### src/rtl/sb_pkg.sv
// rtl/sb_pkg.sv - shared widths and types for the register-write scoreboard
package sb_pkg;
    localparam int ADDR_W  = 5;
    localparam int NREGS   = 1 << ADDR_W;
    localparam int CNT_W   = 2;
    localparam int INFL_W  = ADDR_W + CNT_W;
    localparam int XZR_IDX = NREGS - 1;
    localparam logic [CNT_W-1:0] CNT_MAX = {CNT_W{1'b1}};

    typedef logic [ADDR_W-1:0] reg_addr_t;
    typedef logic [CNT_W-1:0]  pend_cnt_t;
endpackage

### src/rtl/sb_entry.sv
// rtl/sb_entry.sv - per-register pending-write counter with busy and underflow indication
module sb_entry
    import sb_pkg::*;
(
    input  logic             i_clk,
    input  logic             i_rst_n,
    input  logic             i_inc,
    input  logic             i_dec,
    output logic [CNT_W-1:0] o_cnt,
    output logic             o_busy,
    output logic             o_underflow
);
    logic [CNT_W-1:0] r_cnt;

    // A simultaneous inc and dec cancels, so it can neither saturate nor underflow.
    always_ff @(posedge i_clk or negedge i_rst_n) begin
        if (!i_rst_n) begin
            r_cnt <= '0;
        end else if (i_inc && !i_dec && r_cnt != CNT_MAX) begin
            r_cnt <= r_cnt + 1'b1;
        end else if (i_dec && !i_inc && r_cnt != '0) begin
            r_cnt <= r_cnt - 1'b1;
        end
    end

    assign o_cnt       = r_cnt;
    assign o_busy      = (r_cnt != '0);
    assign o_underflow = i_dec && !i_inc && (r_cnt == '0);
endmodule

### src/rtl/reg_scoreboard.sv
// rtl/reg_scoreboard.sv - issue-stage register scoreboard; SCOREBOARD_XZR_EN makes X31 hardwired zero
module reg_scoreboard
    import sb_pkg::*;
(
    input  logic              i_clk,
    input  logic              i_rst_n,
    input  logic              i_issue_valid,
    input  logic              i_issue_wr,
    input  logic [ADDR_W-1:0] i_issue_rd,
    input  logic [ADDR_W-1:0] i_issue_rn,
    input  logic [ADDR_W-1:0] i_issue_rm,
    output logic              o_issue_ready,
    input  logic              i_wb_valid,
    input  logic [ADDR_W-1:0] i_wb_rd,
    output logic [NREGS-1:0]  o_busy_vec,
    output logic [INFL_W-1:0] o_inflight,
    output logic              o_err_underflow
);
`ifdef SCOREBOARD_XZR_EN
    localparam logic [NREGS-1:0] TRACK_MASK = ~(NREGS'(1) << XZR_IDX);
`else
    localparam logic [NREGS-1:0] TRACK_MASK = '1;
`endif

    logic [NREGS-1:0][CNT_W-1:0] w_cnt;
    logic [NREGS-1:0]            w_busy;
    logic [NREGS-1:0]            w_uflow;
    logic [NREGS-1:0]            w_inc;
    logic [NREGS-1:0]            w_dec;
    logic                        w_accept;
    logic                        w_up;
    logic                        w_down;
    logic [INFL_W-1:0]           r_inflight;
    logic                        r_err;

    // Readiness looks only at registered counts; a same-cycle writeback is not bypassed.
    assign o_issue_ready = !w_busy[i_issue_rn] && !w_busy[i_issue_rm] &&
                           !(i_issue_wr && w_cnt[i_issue_rd] == CNT_MAX);
    assign w_accept = i_issue_valid && o_issue_ready;

    always_comb begin
        w_inc = '0;
        w_dec = '0;
        for (int i = 0; i < NREGS; i++) begin
            w_inc[i] = w_accept && i_issue_wr && (i_issue_rd == ADDR_W'(i));
            w_dec[i] = i_wb_valid && (i_wb_rd == ADDR_W'(i));
        end
        w_inc = w_inc & TRACK_MASK;
        w_dec = w_dec & TRACK_MASK;
    end

    for (genvar g = 0; g < NREGS; g++) begin : g_entry
        sb_entry u_entry (
            .i_clk       (i_clk),
            .i_rst_n     (i_rst_n),
            .i_inc       (w_inc[g]),
            .i_dec       (w_dec[g]),
            .o_cnt       (w_cnt[g]),
            .o_busy      (w_busy[g]),
            .o_underflow (w_uflow[g])
        );
    end

    // At most one register increments and one decrements per cycle.
    assign w_up   = |(w_inc & ~w_dec);
    assign w_down = |(w_dec & ~w_inc & w_busy);

    always_ff @(posedge i_clk or negedge i_rst_n) begin
        if (!i_rst_n) begin
            r_inflight <= '0;
            r_err      <= 1'b0;
        end else begin
            r_inflight <= r_inflight + INFL_W'(w_up) - INFL_W'(w_down);
            if (|w_uflow) begin
                r_err <= 1'b1;
            end
        end
    end

    assign o_busy_vec      = w_busy;
    assign o_inflight      = r_inflight;
    assign o_err_underflow = r_err;
endmodule

### config.mk
export PLATFORM = sky130hd
export DESIGN_NAME = reg_scoreboard
export DESIGN_NICKNAME = d
export VERILOG_FILES = /design/src/rtl/sb_pkg.sv /design/src/rtl/sb_entry.sv /design/src/rtl/reg_scoreboard.sv
export SDC_FILE = /design/constraint.sdc
export NUM_CORES = 1
export LEC_CHECK = 0
export CAP_MARGIN = 20
export CORE_UTILIZATION = 48
export DETAILED_ROUTE_END_ITERATION = 6
export PLACE_DENSITY = 0.8
export SYNTH_ARGS = -nofsm -noshare
export SYNTH_HDL_FRONTEND = slang
export SYNTH_SLANG_ARGS = --single-unit
### constraint.sdc
create_clock -name i_clk -period 3.9 [get_ports i_clk]
set_input_delay 0.39 -clock i_clk [delete_from_list [all_inputs] [get_ports i_clk]]
set_output_delay 0.39 -clock i_clk [all_outputs]
set_load 0.005 [all_outputs]
; ---- Yosys cells after proc, flatten, opt, wreduce, memory -nomap -nowiden
; Cells that the tools add are included.
[word_totals]
register_bits = 72
in_bits = 25
output_inout_bits = 41
word_cells = 670
[op_classes]
addsub = 66
n_lt_le_gt_ge = 3
n_eq_ne = 95
n_mux = 70
n_bitwise = 5
reduce_logical = 397
[op_table]
columns = operator, count
row1 = $logic_and 1x1->1, 229
row2 = $eq 5x5->1 const B, 32
row3 = $mux 2, 65
row4 = $reduce_bool 2->1, 64
row5 = $and 32x32->32, 3
row6 = $reduce_or 32->1, 3
row7 = $eq 5x4->1 const B, 16
row8 = $logic_not 1->1, 67
row9 = $add 2x1->2 const B, 32
row10 = $logic_not 2->1, 32
row11 = $ne 2x2->1 const B, 32
row12 = $not 32->32, 2
row13 = $sub 2x1->2 const B, 32
row14 = $eq 5x3->1 const B, 8
row15 = $eq 5x2->1 const B, 4
row16 = $lt 5x6->1 const B, 3
row17 = $bmux 1 s5, 2
row18 = $bmux 2 s5, 1
row19 = $eq 5x1->1 const B, 2
row20 = $logic_not 5->1, 2
row21 = $add 7x1->7, 1
row22 = $sub 7x1->7, 1
row23 = $eq 2x2->1 const B, 1
row24 = $mux 1, 2

; ---- Longest topological paths before layout
[logic_depth]
ltp_word = 14
mapped_depth = 25
depth_no_buf = 22

; ---- Cells and area by module
; Synthesis repeated with hierarchy kept, for this count alone.
[unflattened]
hier_cells = 890
area_unflattened_um2 = 6708.9
[by_module_without_submodules]
columns = mod, n_inst, cells_per_inst, area_each_um2, seq_area_each_um2
row1 = sb_entry (g_entry[0].u_entry ...), 31, 14, 115.1, 50.0
row2 = reg_scoreboard, 1, 441, 3019.1, 200.2
row3 = sb_entry (g_entry[9].u_entry), 1, 15, 121.4, 50.0

; ---- Worst setup path after synthesis
; Ideal clock, no wire load.
[synth_timing]
path_kind = input to register
from = input i_issue_rn[0]
to = register r_inflight[6], in the netlist o_inflight[6]
setup_time_ns = 0.125
t_arrival_ns = 4.063
required_time_ns = 3.775
path_slack_ns = -0.288
stages = 25
n_path_buf = 4
cell_sequence = buf_6 buf_6 nor3_2 a21oi_1 o32ai_2 a31oi_1 o211ai_4 nand3b_4 buf_6 buf_6 o31ai_2 nor2_1 a2111oi_0 nand4_1 ha_1 inv_1 ha_1 inv_1 fa_1 inv_1 a21oi_1 o21bai_1 a21o_1 a21oi_1 xnor2_1
[synth_between]
elab_chain_cells = 13
word_cells_on_any_way = 47
classes_between = add/sub: 2 / mux: 2 / bitwise: 4 / reduce/logical: 39
[synth_rtl]
columns = item, line_no
row1 = "start, declared", reg_scoreboard.sv:10  ; input logic [ADDR_W-1:0] i_issue_rn,
row2 = $bmux 1 s5 *, reg_scoreboard.sv:37  ; assign o_issue_ready = !w_busy[i_issue_rn] && !w_busy[i_issue_rm] &&
row3 = $mux 1 (not written as such) *, reg_scoreboard.sv:37
row4 = $logic_not 1->1 *, reg_scoreboard.sv:37
row5 = $logic_and 1x1->1 * (2 in series), reg_scoreboard.sv:37
row6 = $logic_and 1x1->1 *, reg_scoreboard.sv:39  ; assign w_accept = i_issue_valid && o_issue_ready;
row7 = $logic_and 1x1->1 *, reg_scoreboard.sv:45  ; w_inc[i] = w_accept && i_issue_wr && (i_issue_rd == ADDR_W'(i));
row8 = "parallel branches: the longest is 5 deep, another holds $add 7x1->7", -
row9 = $sub 7x1->7 *, reg_scoreboard.sv:73  ; r_inflight <= r_inflight + INFL_W'(w_up) - INFL_W'(w_down);
row10 = "end signal, assigned", reg_scoreboard.sv:73
row11 = "end, declared", reg_scoreboard.sv:33  ; logic [INFL_W-1:0] r_inflight;
; Mark *: on every way between the ends. The select of a mux whose other input is x is not followed.
; A chain may end at the register's enable or synchronous reset.

; ---- Worst setup path in the final report
[layout_timing]
from = register g_entry[2].u_entry.r_cnt[0]
to = register r_inflight[6], in the netlist o_inflight[6]
[layout_between]
elab_chain_cells = 14
word_cells_on_any_way = 56
classes_between = add/sub: 2 / eq/ne: 1 / mux: 6 / bitwise: 4 / reduce/logical: 43
[layout_rtl]
columns = item, line_no
row1 = "start, declared", sb_entry.sv:13  ; logic [CNT_W-1:0] r_cnt;
row2 = "start signal, assigned", sb_entry.sv:20  ; r_cnt <= r_cnt + 1'b1;
row3 = "start signal, assigned", sb_entry.sv:22  ; r_cnt <= r_cnt - 1'b1;
row4 = "parallel branches: the longest is 13 deep, another holds $add 7x1->7", -
row5 = $sub 7x1->7 *, reg_scoreboard.sv:73
; Marks and branches as above.

==> flow_metrics.tcl <==
set metrics [dict create \
    nets 1252 \
    clock-sinks 72 \
    num_vias 8443 \
    drc 0 \
    clock_path_buffers 2 \
    power_uw 3250 \
    cpMostUsedCell "inv_2" \
    start_kind "flip-flop" \
    worstSetupPathType "reg2reg" \
    ys.warnings.count 0 \
    cts_hold_buf 0 \
    overflow 0 \
    crit_fanout 6 \
    ys_top_cells_by_count "109 x nor2_1, 93 x nand2_1, 72 x dfrtp_1" \
    yosysTopAreaCell "dfrtp_1" \
    cts_buffers 9 \
    drive_above_1_share_pct 35.5 \
    num_rows 42 \
    wl_per_cell_um 20.6 \
    gp_congestion 1.06 \
    violations "setup timing" \
    ant_nets 0 \
    critPathSlowestCell "dfrtp_1" \
    placeableCoreArea_um2 13300 \
    critPathTopFamily "compound AO/OA/AOI/OAI gates" \
    p_leak_uw 0.00476 \
    hold_viol 0 \
    end_kind "flip-flop" \
    finalMaxSlewViolations 0 \
    synth_most_common_cell "nor2_1" \
    worstMarginPinSlew_ps 975 \
    crit_buf_inv 6 \
    root_buffer "clkbuf_16" \
    cts_tree "built" \
    wirelength_um 28900 \
    setup_viol 6 \
    multi_input_area_um2 4300 \
    clk_latency_ps 350 \
    synth_area_leaders "dfrtp_1 28%, nor2_1 6.3%, nand2_1 5.3%" \
    start_util_pct 49.2 \
    instances_no_fill 1400 \
    min_path_type "in2async" \
    crit_path_max_incr_delay_ps 410 \
    die-area_um2 14100 \
    n_fill_cell 1030 \
    synth_nets 902 \
    fp.dieW_um 119 \
    final.setup_skew_ps 7.26 \
    setup_ws_ps -613 \
    antenna_cells 0 \
    regArea_um2 1800 \
    io_pins 66 \
    cts-htree-levels 3 \
    rsz0062_at_grt "true" \
    synthArstFlopShare_pct 100 \
    dpl.hpwl_um 23100 \
    min_period_ps 4510 \
    dieHeight_um 119 \
    fmax_mhz 222 \
    syn2layout_area_growth_pct 56.0 \
    crit_arrival_ps 4750 \
    worstPathRequired_ps 4130 \
    slew_headroom_pct 35.0 \
    period_share_pct 116 \
    grt_pass1_vias 7992 \
    ir_worst_vdd_v 0.000564 \
    synth-seq-cells 72 \
    p_per_area_nw_per_um2 319 \
    grt_max_degree 73 \
    synth_flop_cell "dfrtp_1" \
    ys_types 83 \
    status "finished with violations" \
    clkTransAtPathRegs_ps 60 \
    first_pass_iters 7 \
    synthCells 869 \
    cap_violations 0 \
    first_iter_violations 1105 \
    synth.top_cell.area_share_pct 27.5 \
    dpl_worst_slack_ps -1350 \
    grt_first_pass_wirelength_um 43700 \
    syn_area_per_cell_um2 7.53 \
    grtUsageTotal_pct 41.3 \
    timing.critical_path.cells "nor2_4, inv_2, nor2_4, a2111oi_2, or3_4, o221ai_4, nand3b_4, buf_12, o31ai_4, nor2_2, a2111oi_4, buf_4, nand4_1, ha_1, inv_2, ha_4, inv_2, fa_2, inv_2, a21oi_1, o21bai_1, a21o_1, a21oi_2, xnor2_1" \
    synth_area_um2 6550 \
    place_inst 1363 \
    synth_edf_count 0 \
    vias_per_cell 6.03 \
    port_buffers 65 \
    antenna_found_initial 0 \
    ys_seq_area_share_pct 27.5 \
]
==> cells in the final DEF (no fill, tap or decap), types with 16 or more instances in the layout <==
master / count
nor4_1: 16
nor3_1: 39
nand2_1: 93
o21ai_0: 56
a21oi_1: 53
buf_4: 324
clkdlybuf4s50_1: 59
nand3_1: 28
inv_1: 67
nor2_1: 100
nand3b_1: 18
dfrtp_1: 72
==> worst register-to-register path: stages, from the launching register on <==
cell and delay, ps:
dfrtp_1 410, nor2_4 200, inv_2 90, nor2_4 90, a2111oi_2 50, or3_4 380, o221ai_4 320, nand3b_4 210
buf_12 190, o31ai_4 240, nor2_2 80, a2111oi_4 340, buf_4 160, nand4_1 100, ha_1 330, inv_2 80
ha_4 130, inv_2 30, fa_2 340, inv_2 50, a21oi_1 50, o21bai_1 180, a21o_1 150, a21oi_2 60
xnor2_1 110
==> per-layer routing <==
layer  wire (µm)  part of all wire [%]  up-vias  GRT usage [%]
li1            -                     -     3842              -
met1       11500                    40     3971           51.5
met2       12900                    45      521           64.4
met3        2890                    10      109           11.3
met4        1560                   5.4        0           23.0
met5           0                     0        -              0
==> flip-flops by register name, indices dropped and copies added (netlist names) <==
name,flops
o_inflight,7
o_err_underflow,1
g_entry.u_entry.o_cnt,64
==> power breakdown <==
group | internal, µW | switching (µW)
sequential | 857 | 88.3
clock | 499 | 353
combinational | 759 | 698
==> cell families after synthesis <==
family                   share of synthesized area (%)
XOR/XNOR                                          1.34
adder cells (fa/ha/maj)                           1.64
multiplexers                                      3.96
buffers and inverters                             10.9
flip-flops                                        27.5
AO/OA/AOI/OAI                                     26.5
AND/OR/NAND/NOR                                   28.1
==> path summary, 6_finish.rpt <==
| check | startpoint | end | slack [ps] | cells after the start |
|---|---|---|---|---|
| min | i_rst_n | g_entry[14].u_entry.o_cnt[0]$_DFFE_PN0P_ | 170 | 1 |
| max in group asynchronous | i_rst_n | g_entry[29].u_entry.o_cnt[1]$_DFFE_PN0P_ | 3070 | 1 |
| max reg2reg | g_entry[2].u_entry.o_cnt[0]$_DFFE_PN0P_ | o_inflight[6]$_DFF_PN0_ | -610 | 24 |
| min reg2reg | g_entry[9].u_entry.o_cnt[0]$_DFFE_PN0P_ | g_entry[9].u_entry.o_cnt[0]$_DFFE_PN0P_ | 560 | 1 |
| max | g_entry[2].u_entry.o_cnt[0]$_DFFE_PN0P_ | o_inflight[6]$_DFF_PN0_ | -610 | 24 |
| min in group i_clk | g_entry[9].u_entry.o_cnt[0]$_DFFE_PN0P_ | g_entry[9].u_entry.o_cnt[0]$_DFFE_PN0P_ | 560 | 1 |
==> metrics by stage <==
stage,hold slack [ps],setup TNS [ps],instance area (µm²),util [%]
floorplan,94.4,-218,6580,-
global placement,512,-5930,9440,71.0
detailed placement,509,-7060,9440,71.0
CTS,232,-2170,10100,75.9
global route,249,-3250,10200,76.8
finish,166,-2320,10200,76.8
==> timing repair <==
| action | in CTS | in global routing |
|---|---|---|
| gates cloned | 1 | 0 |
| pin swaps | 18 | 18 |
| setup endpoints to repair | 7 | 6 |
| setup buffers | 14 | 6 |
| gates resized for setup | 56 | 19 |
==> final cells by class <==
type	count	share of cell area, %
sequential	72	17.6
multi-input combinational	659	42.1
clock inverter	6	0.674
clock buffer	10	2.24
timing repair buffer	405	32.5
tap	176	2.16
inverter	72	2.65
(Power assumes the default switching activity.)
